--- config.mk ---
export PLATFORM = sky130hd
export DESIGN_NAME = aes32_xif_queue
export DESIGN_NICKNAME = d
export VERILOG_FILES = /design/src/rtl/aes_coproc_pkg.sv /design/src/rtl/aes32_alu.sv /design/src/rtl/aes32_xif_queue.sv
export SDC_FILE = /design/constraint.sdc
export NUM_CORES = 2
export LEC_CHECK = 0
export CAP_MARGIN = 0
export CORE_MARGIN = 2
export CORE_UTILIZATION = 58
export CTS_BUF_LIST = sky130_fd_sc_hd__clkbuf_8
export CTS_CLUSTER_DIAMETER = 50
export DETAILED_ROUTE_END_ITERATION = 10
export GPL_TIMING_DRIVEN = 0
export PLACE_DENSITY = 0.85
export SYNTH_ARGS = -nofsm -noshare
export SYNTH_HDL_FRONTEND = slang
export SYNTH_HIERARCHICAL = 1
export SYNTH_SLANG_ARGS = --single-unit
--- constraint.sdc ---
create_clock -name clk_i -period 27.8 [get_ports clk_i]
set_input_delay 2.78 -clock clk_i [delete_from_list [all_inputs] [get_ports clk_i]]
set_output_delay 2.78 -clock clk_i [all_outputs]
set_load 0.01 [all_outputs]
--- src/rtl/aes_coproc_pkg.sv ---
// aes_coproc_pkg: shared AES32 decode constants, op/entry-state enums, queue entry and GF(2^8) multiply
package aes_coproc_pkg;
    localparam logic [6:0] AES_OPCODE = 7'b0110011;
    localparam logic [2:0] AES_FUNCT3 = 3'b000;
    localparam logic [4:0] F5_ESI     = 5'b10001;
    localparam logic [4:0] F5_ESMI    = 5'b10011;
    localparam logic [4:0] F5_DSI     = 5'b10101;
    localparam logic [4:0] F5_DSMI    = 5'b10111;

    // Encoding equals funct5[2:1], so decode is a plain cast of those bits.
    typedef enum logic [1:0] {AES_ESI, AES_ESMI, AES_DSI, AES_DSMI} aes_op_e;
    typedef enum logic [1:0] {EMPTY, PENDING, COMMITTED, KILLED} entry_state_e;

    typedef struct packed {
        entry_state_e state;
        aes_op_e      op;
        logic [1:0]   bs;
        logic [4:0]   rd;
        logic [31:0]  rs1;
        logic [31:0]  rs2;
    } entry_t;

    function automatic logic [7:0] gf_mul(input logic [7:0] a, input logic [7:0] b);
        logic [7:0] p, x;
        p = '0;
        x = a;
        for (int i = 0; i < 8; i++) begin
            if (b[i]) p = p ^ x;
            x = {x[6:0], 1'b0} ^ (x[7] ? 8'h1b : 8'h00);
        end
        return p;
    endfunction
endpackage

--- src/rtl/aes32_alu.sv ---
// aes32_alu: combinational aes32es(m)i / aes32ds(m)i datapath
// op: operation, bs: byte select, rs1: accumulator word, rs2: source word, rd: result
module aes32_alu
    import aes_coproc_pkg::*;
(
    input  aes_op_e     op,
    input  logic [1:0]  bs,
    input  logic [31:0] rs1,
    input  logic [31:0] rs2,
    output logic [31:0] rd
);
    function automatic logic [7:0] rotl8(input logic [7:0] x, input int n);
        return (x << n) | (x >> (8 - n));
    endfunction

    // Multiplicative inverse as a^254 by square-and-multiply; 0 maps to 0 as AES requires.
    function automatic logic [7:0] gf_inv(input logic [7:0] a);
        logic [7:0] s, r;
        s = a;
        r = 8'h01;
        for (int i = 0; i < 7; i++) begin
            s = gf_mul(s, s);
            r = gf_mul(r, s);
        end
        return r;
    endfunction

    function automatic logic [7:0] sbox_fwd(input logic [7:0] x);
        logic [7:0] y;
        y = gf_inv(x);
        return y ^ rotl8(y, 1) ^ rotl8(y, 2) ^ rotl8(y, 3) ^ rotl8(y, 4) ^ 8'h63;
    endfunction

    function automatic logic [7:0] sbox_inv(input logic [7:0] x);
        return gf_inv(rotl8(x, 1) ^ rotl8(x, 3) ^ rotl8(x, 6) ^ 8'h05);
    endfunction

    logic [7:0]  b, so;
    logic [31:0] mix;
    logic [63:0] rot;

    always_comb begin
        b   = rs2[{bs, 3'b000} +: 8];
        so  = (op == AES_DSI || op == AES_DSMI) ? sbox_inv(b) : sbox_fwd(b);
        mix = op == AES_ESMI ? {gf_mul(so, 8'h03), so, so, gf_mul(so, 8'h02)} :
              op == AES_DSMI ? {gf_mul(so, 8'h0b), gf_mul(so, 8'h0d), gf_mul(so, 8'h09), gf_mul(so, 8'h0e)} :
                               {24'h0, so};
        rot = {mix, mix} << {bs, 3'b000};
        rd  = rs1 ^ rot[63:32];
    end
endmodule

--- src/rtl/aes32_xif_queue.sv ---
// aes32_xif_queue: in-order AES32 coprocessor queue on an issue/commit/result interface
// clk_i/rst_i: clock, sync active-high reset; issue_*: offload request, ready/accept/writeback response;
// commit_*: commit or kill a pending entry by ID; result_*: in-order writeback; occupancy_o: live entries
module aes32_xif_queue
    import aes_coproc_pkg::*;
#(
    parameter int DEPTH      = 4,
    parameter int X_ID_WIDTH = 4,
    parameter bit ENABLE_ENC = 1'b1,
    parameter bit ENABLE_DEC = 1'b1
) (
    input  logic                    clk_i,
    input  logic                    rst_i,
    input  logic                    issue_valid_i,
    output logic                    issue_ready_o,
    input  logic [31:0]             issue_instr_i,
    input  logic [X_ID_WIDTH-1:0]   issue_id_i,
    input  logic [31:0]             issue_rs1_i,
    input  logic [31:0]             issue_rs2_i,
    input  logic [1:0]              issue_rs_valid_i,
    output logic                    issue_accept_o,
    output logic                    issue_writeback_o,
    input  logic                    commit_valid_i,
    input  logic [X_ID_WIDTH-1:0]   commit_id_i,
    input  logic                    commit_kill_i,
    output logic                    result_valid_o,
    input  logic                    result_ready_i,
    output logic [X_ID_WIDTH-1:0]   result_id_o,
    output logic [4:0]              result_rd_o,
    output logic [31:0]             result_data_o,
    output logic                    result_we_o,
    output logic [$clog2(DEPTH):0]  occupancy_o
);
    localparam int AW = $clog2(DEPTH);

    entry_t                ent [DEPTH];
    logic [X_ID_WIDTH-1:0] ids [DEPTH];
    logic [AW:0]           wptr, rptr;
    logic                  res_valid, is_aes, is_dec, full, enq, deq;
    entry_state_e          cstate;
    entry_t                head;
    logic [31:0]           alu_rd;

    assign is_aes = issue_instr_i[6:0] == AES_OPCODE && issue_instr_i[14:12] == AES_FUNCT3 &&
                    issue_instr_i[29:25] inside {F5_ESI, F5_ESMI, F5_DSI, F5_DSMI};
    assign is_dec = issue_instr_i[27];
    assign full   = wptr[AW] != rptr[AW] && wptr[AW-1:0] == rptr[AW-1:0];
    assign head   = ent[rptr[AW-1:0]];
    assign cstate = commit_kill_i ? KILLED : COMMITTED;

    assign issue_accept_o    = !rst_i && is_aes && (is_dec ? ENABLE_DEC : ENABLE_ENC);
    assign issue_writeback_o = issue_accept_o;
    assign issue_ready_o     = !rst_i && issue_valid_i && &issue_rs_valid_i && (!issue_accept_o || !full);
    assign enq               = issue_ready_o && issue_accept_o;
    // Killed heads leave without a result; committed heads leave on the result handshake.
    assign deq               = res_valid ? result_ready_i : head.state == KILLED;
    assign occupancy_o       = wptr - rptr;

    always_ff @(posedge clk_i) begin
        if (rst_i) begin
            wptr      <= '0;
            rptr      <= '0;
            res_valid <= 1'b0;
            for (int i = 0; i < DEPTH; i++) begin
                ent[i] <= '0;
                ids[i] <= '0;
            end
        end else begin
            if (commit_valid_i)
                for (int i = 0; i < DEPTH; i++)
                    if (ent[i].state == PENDING && ids[i] == commit_id_i) ent[i].state <= cstate;
            if (deq) begin
                ent[rptr[AW-1:0]].state <= EMPTY;
                rptr                    <= rptr + (AW+1)'(1);
            end
            // The tail slot is EMPTY here, so a same-cycle commit of this ID is folded in directly.
            if (enq) begin
                ent[wptr[AW-1:0]] <= '{state: (commit_valid_i && commit_id_i == issue_id_i) ? cstate : PENDING,
                                       op:    aes_op_e'(issue_instr_i[27:26]),
                                       bs:    issue_instr_i[31:30],
                                       rd:    issue_instr_i[11:7],
                                       rs1:   issue_rs1_i,
                                       rs2:   issue_rs2_i};
                ids[wptr[AW-1:0]] <= issue_id_i;
                wptr              <= wptr + (AW+1)'(1);
            end
            res_valid <= res_valid ? !result_ready_i : head.state == COMMITTED;
        end
    end

    aes32_alu u_alu (
        .op  (head.op),
        .bs  (head.bs),
        .rs1 (head.rs1),
        .rs2 (head.rs2),
        .rd  (alu_rd)
    );

    assign result_valid_o = res_valid;
    assign result_we_o    = res_valid;
    assign result_id_o    = res_valid ? ids[rptr[AW-1:0]] : '0;
    assign result_rd_o    = res_valid ? head.rd : '0;
    assign result_data_o  = res_valid ? alu_rd : '0;
endmodule

---- Word level (Yosys, flattened, before mapping) ----
Memory sizes are Yosys's and may differ from the RTL's. A register that Yosys moved wholly into a read port is not among the register bits.
Cells that the tools add are included.
storage, ports and cells
  word-level logic and storage cells ...... 916
  flip-flop bits (word level) ............. 7
  memory bits (writable) .................. 316
  memories kept ........................... 2
cells by class
  bitwise operators ....................... 408
  add/subtract/negate cells ............... 3
  eq/ne operators ......................... 21
  reduce and logical (&&, ||, !) cells .... 23
  mux-type cells .......................... 454
  shift-type cells ........................ 2
memories
  name  words  width  read ports  clocked after memory_dff  wr ports  RTL line               text
  ent   4      75     5           1                         6         aes32_xif_queue.sv:36  entry_t ent [DEPTH];
  ids   4      4      5           1                         4         aes32_xif_queue.sv:37  logic [X_ID_WIDTH-1:0] ids [DEPTH];
operators by type and width
  cell                                                              count
  8-bit XOR                                                         380
  8-bit two-way mux                                                 211
  5-bit two-way mux                                                 188
  32-bit two-way mux                                                3
  64-bit by 5-bit left shift with 64-bit output                     1
  32-bit by 6-bit variable part select with 8-bit output            1
  32-bit XOR                                                        1
  1-bit two-way mux                                                 30
  2-bit two-way mux                                                 12
  4-bit == test                                                     5
  5-bit == test (second input constant)                             4
  4-bit two-way mux                                                 4
  8-bit by 1-bit bitwise OR with 8-bit output                       2
  8-bit by 3-bit bitwise OR with 8-bit output                       2
  7-bit two-way mux                                                 2
  1-bit inverter (first input constant)                             14
  1-bit logical AND                                                 13
  6-bit two-way mux                                                 2
  2-bit by 1-bit == test with 1-bit output (second input constant)  5
  2-bit == test (second input constant)                             4
  8-bit by 2-bit bitwise OR with 8-bit output                       1
  8-bit by 4-bit bitwise OR with 8-bit output                       1
  8-bit by 6-bit bitwise OR with 8-bit output                       1
  7-bit by 6-bit == test with 1-bit output (second input constant)  1
  14 further kinds                                                  23

---- Logic depth before layout (Yosys ltp) ----
  depth after elaboration ................. 147
  mapped depth ............................ 78
  mapped depth without buffers ............ 61

---- Hierarchy ----
Netlist, hierarchy kept.
modules (own cells, without submodules)
  module           area each (um2)  sequential area each (um2)  cells each  times used
  aes32_alu        31861.8          0.0                         4183        1
  aes32_xif_queue  14883.0          9669.3                      950         1

---- Worst setup path before layout ----
Ideal clock, no wire load.
  path kind ............................... register -> output
  from .................................... register with a tool-made name
  to ...................................... output result_data_o[12]
  stages on the path, launching flop included .. 75
  arrival ................................. 19.174 ns
  buffers on the path ..................... 15
  required time ........................... 25.020 ns
  path slack .............................. 5.846 ns
  path through ............................ dfxtp_1 -> buf_6 -> buf_2 -> buf_2 -> mux4_2 -> mux4_2 -> buf_4 -> buf_4 -> clkbuf_1 -> ha_1 -> buf_1 -> nand2_1 -> xnor2_2 -> inv_1 -> clkbuf_1 -> buf_1 -> ha_1 -> clkbuf_1 -> [... 39 more ...] -> nor3_1 -> xnor2_1 -> xnor3_2 -> xnor2_1 -> mux2_1 -> o22ai_2 -> xnor3_1 -> xnor3_2 -> xnor3_2 -> xor2_1 -> mux2_4 -> xor2_2 -> xnor2_2 -> a211oi_1 -> or4_1 -> mux2i_1 -> xor2_1 -> and2_1
RTL lines
  item           RTL line               text
  end, declared  aes32_xif_queue.sv:30  output logic [31:0] result_data_o,

==> flow_metrics.env <==
export IMPL_outcome="complete, no violations"
export IMPL_ys_seq_elements=325
export IMPL_cp_num_buf_inv=18
export IMPL_clock_latency_ns=0.58
export IMPL_clk_pin_slew_ns=0.08
export IMPL_start_kind="flop"
export IMPL_yosysUniqueCellTypes=127
export IMPL_wl_per_cell_microns=20.7
export IMPL_route_detailed_drc=0
export IMPL_top_layer_used="met5"
export IMPL_slew_violations=0
export IMPL_yosysSeqAreaShare_pct=20.7
export IMPL_nNetsFinal=5467
export IMPL_cap_viol_max_count=0
export IMPL_synthAdderAreaFrac_pct=0.733
export IMPL_drtAntennaViolNets=0
export IMPL_grt_max_degree=47
export IMPL_crit_path_end_kind="primary output"
export IMPL_cts_made_buffers=43
export IMPL_io_buffers=146
export IMPL_synth_top_family_by_area="XOR/XNOR gates"
export IMPL_die_y_microns=288
export IMPL_muxShareOfSynthArea_pct=7.80
export IMPL_maxSlewHeadroom_pct=15.9
export IMPL_cts_hold_buf=0
export IMPL_min_path_type="reg -> reg"
export IMPL_syn_num_nets=5271
export IMPL_hold_ws_ns=0.610
export IMPL_finalHoldViolCount=0
export IMPL_synth_xor_area_share_pct=34.6
export IMPL_antenna_found_initial=10
export IMPL_final_layout_size_suffix_gt1_share_pct=10.4
export IMPL_arrival_ns=23.83
export IMPL_wl_met3_mm=13.5
export IMPL_cts_tree="done"
export IMPL_clockRootBuffer="clkbuf_8"
export IMPL_n_fill_cell=6518
export IMPL_synth_area_leaders="edfxtp_1 20%, xnor2_1 15%, xnor3_1 9.0%"
export IMPL_syn_instance_count=5133
export IMPL_dr_first_iter_drc_count=4796
export IMPL_final_setup_skew_ns=0.0161
export IMPL_finalSetupViolations=0
export IMPL_grt_pass1_vias=39213
export IMPL_gr_total_overflow=0
export IMPL_synthArstFlopShare_pct=0
export IMPL_max_freq_ghz=0.0376
export IMPL_dr_pass1_iters=9
export IMPL_synth_commonest_cells="777 x xnor2_1, 630 x nor2_1, 395 x nand2_1, 372 x and2_1, 316 x edfxtp_1"
export IMPL_rows=104
export IMPL_grt_usage_pct=31.4
export IMPL_crit_family="XOR/XNOR gates"
export IMPL_synth_compound_area_share_pct=12.5
export IMPL_vias=40519
export IMPL_cts_max_level=2
export IMPL_gp_congestion=0.976
export IMPL_slowest_stage="mux4_2"
export IMPL_cp_required_ns=25.02
export IMPL_wl_met2_mm=63.5
export IMPL_ios=161
export IMPL_fp_dieArea_sq_um=82900
export IMPL_path_max_fanout=10
export IMPL_synth_yosys_warnings=6
export IMPL_crit_type="reg -> out"
export IMPL_initial_core_util_pct=58.3
export IMPL_clockBufferDepth=3
export IMPL_worstMarginPinSlew_ns=1.25
export IMPL_met1_length_mm=52.1
export IMPL_drt_wl_total_mm=133
export IMPL_dpl_hpwl_mm=98.5
export IMPL_max_stage_delay_ns=0.61
export IMPL_syn_area_per_cell_sq_um=9.11
export IMPL_core_sq_um=80200
export IMPL_synth_largest_area_cell="edfxtp_1"
export IMPL_syn_cell_area_sq_um=46700
export IMPL_synthFlopType="edfxtp_1"
export IMPL_synth_top_area_share_pct=20.3
export IMPL_synth_edf_count=316
export IMPL_post_route_period_util_pct=95.7
export IMPL_yosysMostFrequentCell="xnor2_1"
export IMPL_grt_first_pass_wirelength_mm=212
export IMPL_cts_sinks=325
export IMPL_areaGrowthSynthToFinish_pct=8.39
export IMPL_die_w_microns=288
export IMPL_period_minus_slack_ns=26.61
export IMPL_viasPerCell=6.31
export IMPL_synth_simple_area_share_pct=19.5
[repair_timing]
item                                    CTS  global route
endpoints found under the setup margin   25            32
gates resized for setup                   4            29
buffers inserted                          0             2
pin swaps                                 0             1
[placed cells by master (no fill, tap or decap), types with 124 or more instances in the layout]
master           synthesis  layout
edfxtp_1               316     316
o21ai_0                165     165
and2_1                 372     372
xnor2_1                777     767
a21oi_1                249     249
mux2i_1                132     132
clkbuf_1               187     181
xor2_1                 242     241
clkdlybuf4s50_1          0     146
xnor3_1                187     186
nor2_1                 630     630
nor3_1                 126     124
nand2_1                395     395
[tightest hold or removal path, delay by kind of cell (launching register included)]
| family | cells | cell delay, ns |
|---|---|---|
| flops | 1 | 0.35 |
| xor+xnor | 1 | 0.18 |
| simple gates | 1 | 0.04 |
[metrics by stage]
step	TNS, ns	util (%)	cell area [sq um]	setup slack (ns)	std cells
CTS	0	63.0	50500	0.0153	6418
global route	-0.00588	63.2	50700	-0.00588	6419
floorplan	0	-	46700	5.85	5133
finish	0	63.2	50700	1.19	6420
detailed placement	0	61.9	49700	0.124	6343
global placement	0	61.8	49500	0.643	6339
[sequential cells by signal, indices dropped and copies added, names as in the netlist, named ones only]
name / count
wptr: 3
ids: 16
rptr: 3
ent: 300
result_valid_o: 1
[layer usage]
layer / GRT usage (%) / vias to the layer above
met4: 9.00 / 18
met2: 53.7 / 2447
li1: - / 18450
met3: 4.63 / 349
met1: 41.4 / 19255
met5: 0 / -
[final timing paths]
path	endpoint	slack (ns)	cells past startpoint	from
min reg2reg	wptr[2]$_SDFFE_PP0P_	0.61	2	wptr[2]$_SDFFE_PP0P_
max reg2reg	ent[3][21]$_SDFFCE_PN0P_	24.38	8	wptr[0]$_SDFFE_PP0P_
min	wptr[2]$_SDFFE_PP0P_	0.61	2	wptr[2]$_SDFFE_PP0P_
max	result_data_o[13]	1.19	72	flop
[cell type report]
class                      count  area [sq um]  area share (%)
buffer                       344          1680            3.31
clock inverter                30           230           0.454
timing repair buffer         152          1590            3.13
multi-input combinational   4397         35300            69.7
tap                         1060          1330            2.62
clock buffer                  45           619            1.22
antenna                        1          2.50         0.00494
inverter                      66           248           0.489
sequential                   325          9670            19.1
[cells by family (layout without fill, tap and decap cells)]
family          Yosys count  after routing
fa+ha+maj                27             27
xor+xnor               1355           1355
mux                     247            247
compound gates          885            885
other cells               0              1
simple gates           1883           1883
flops                   325            325
buf+inv                 411            637
Power is left out: the tool's default activity adds up to more than one toggle a clock period on the data nets, which glitch-free logic cannot reach.
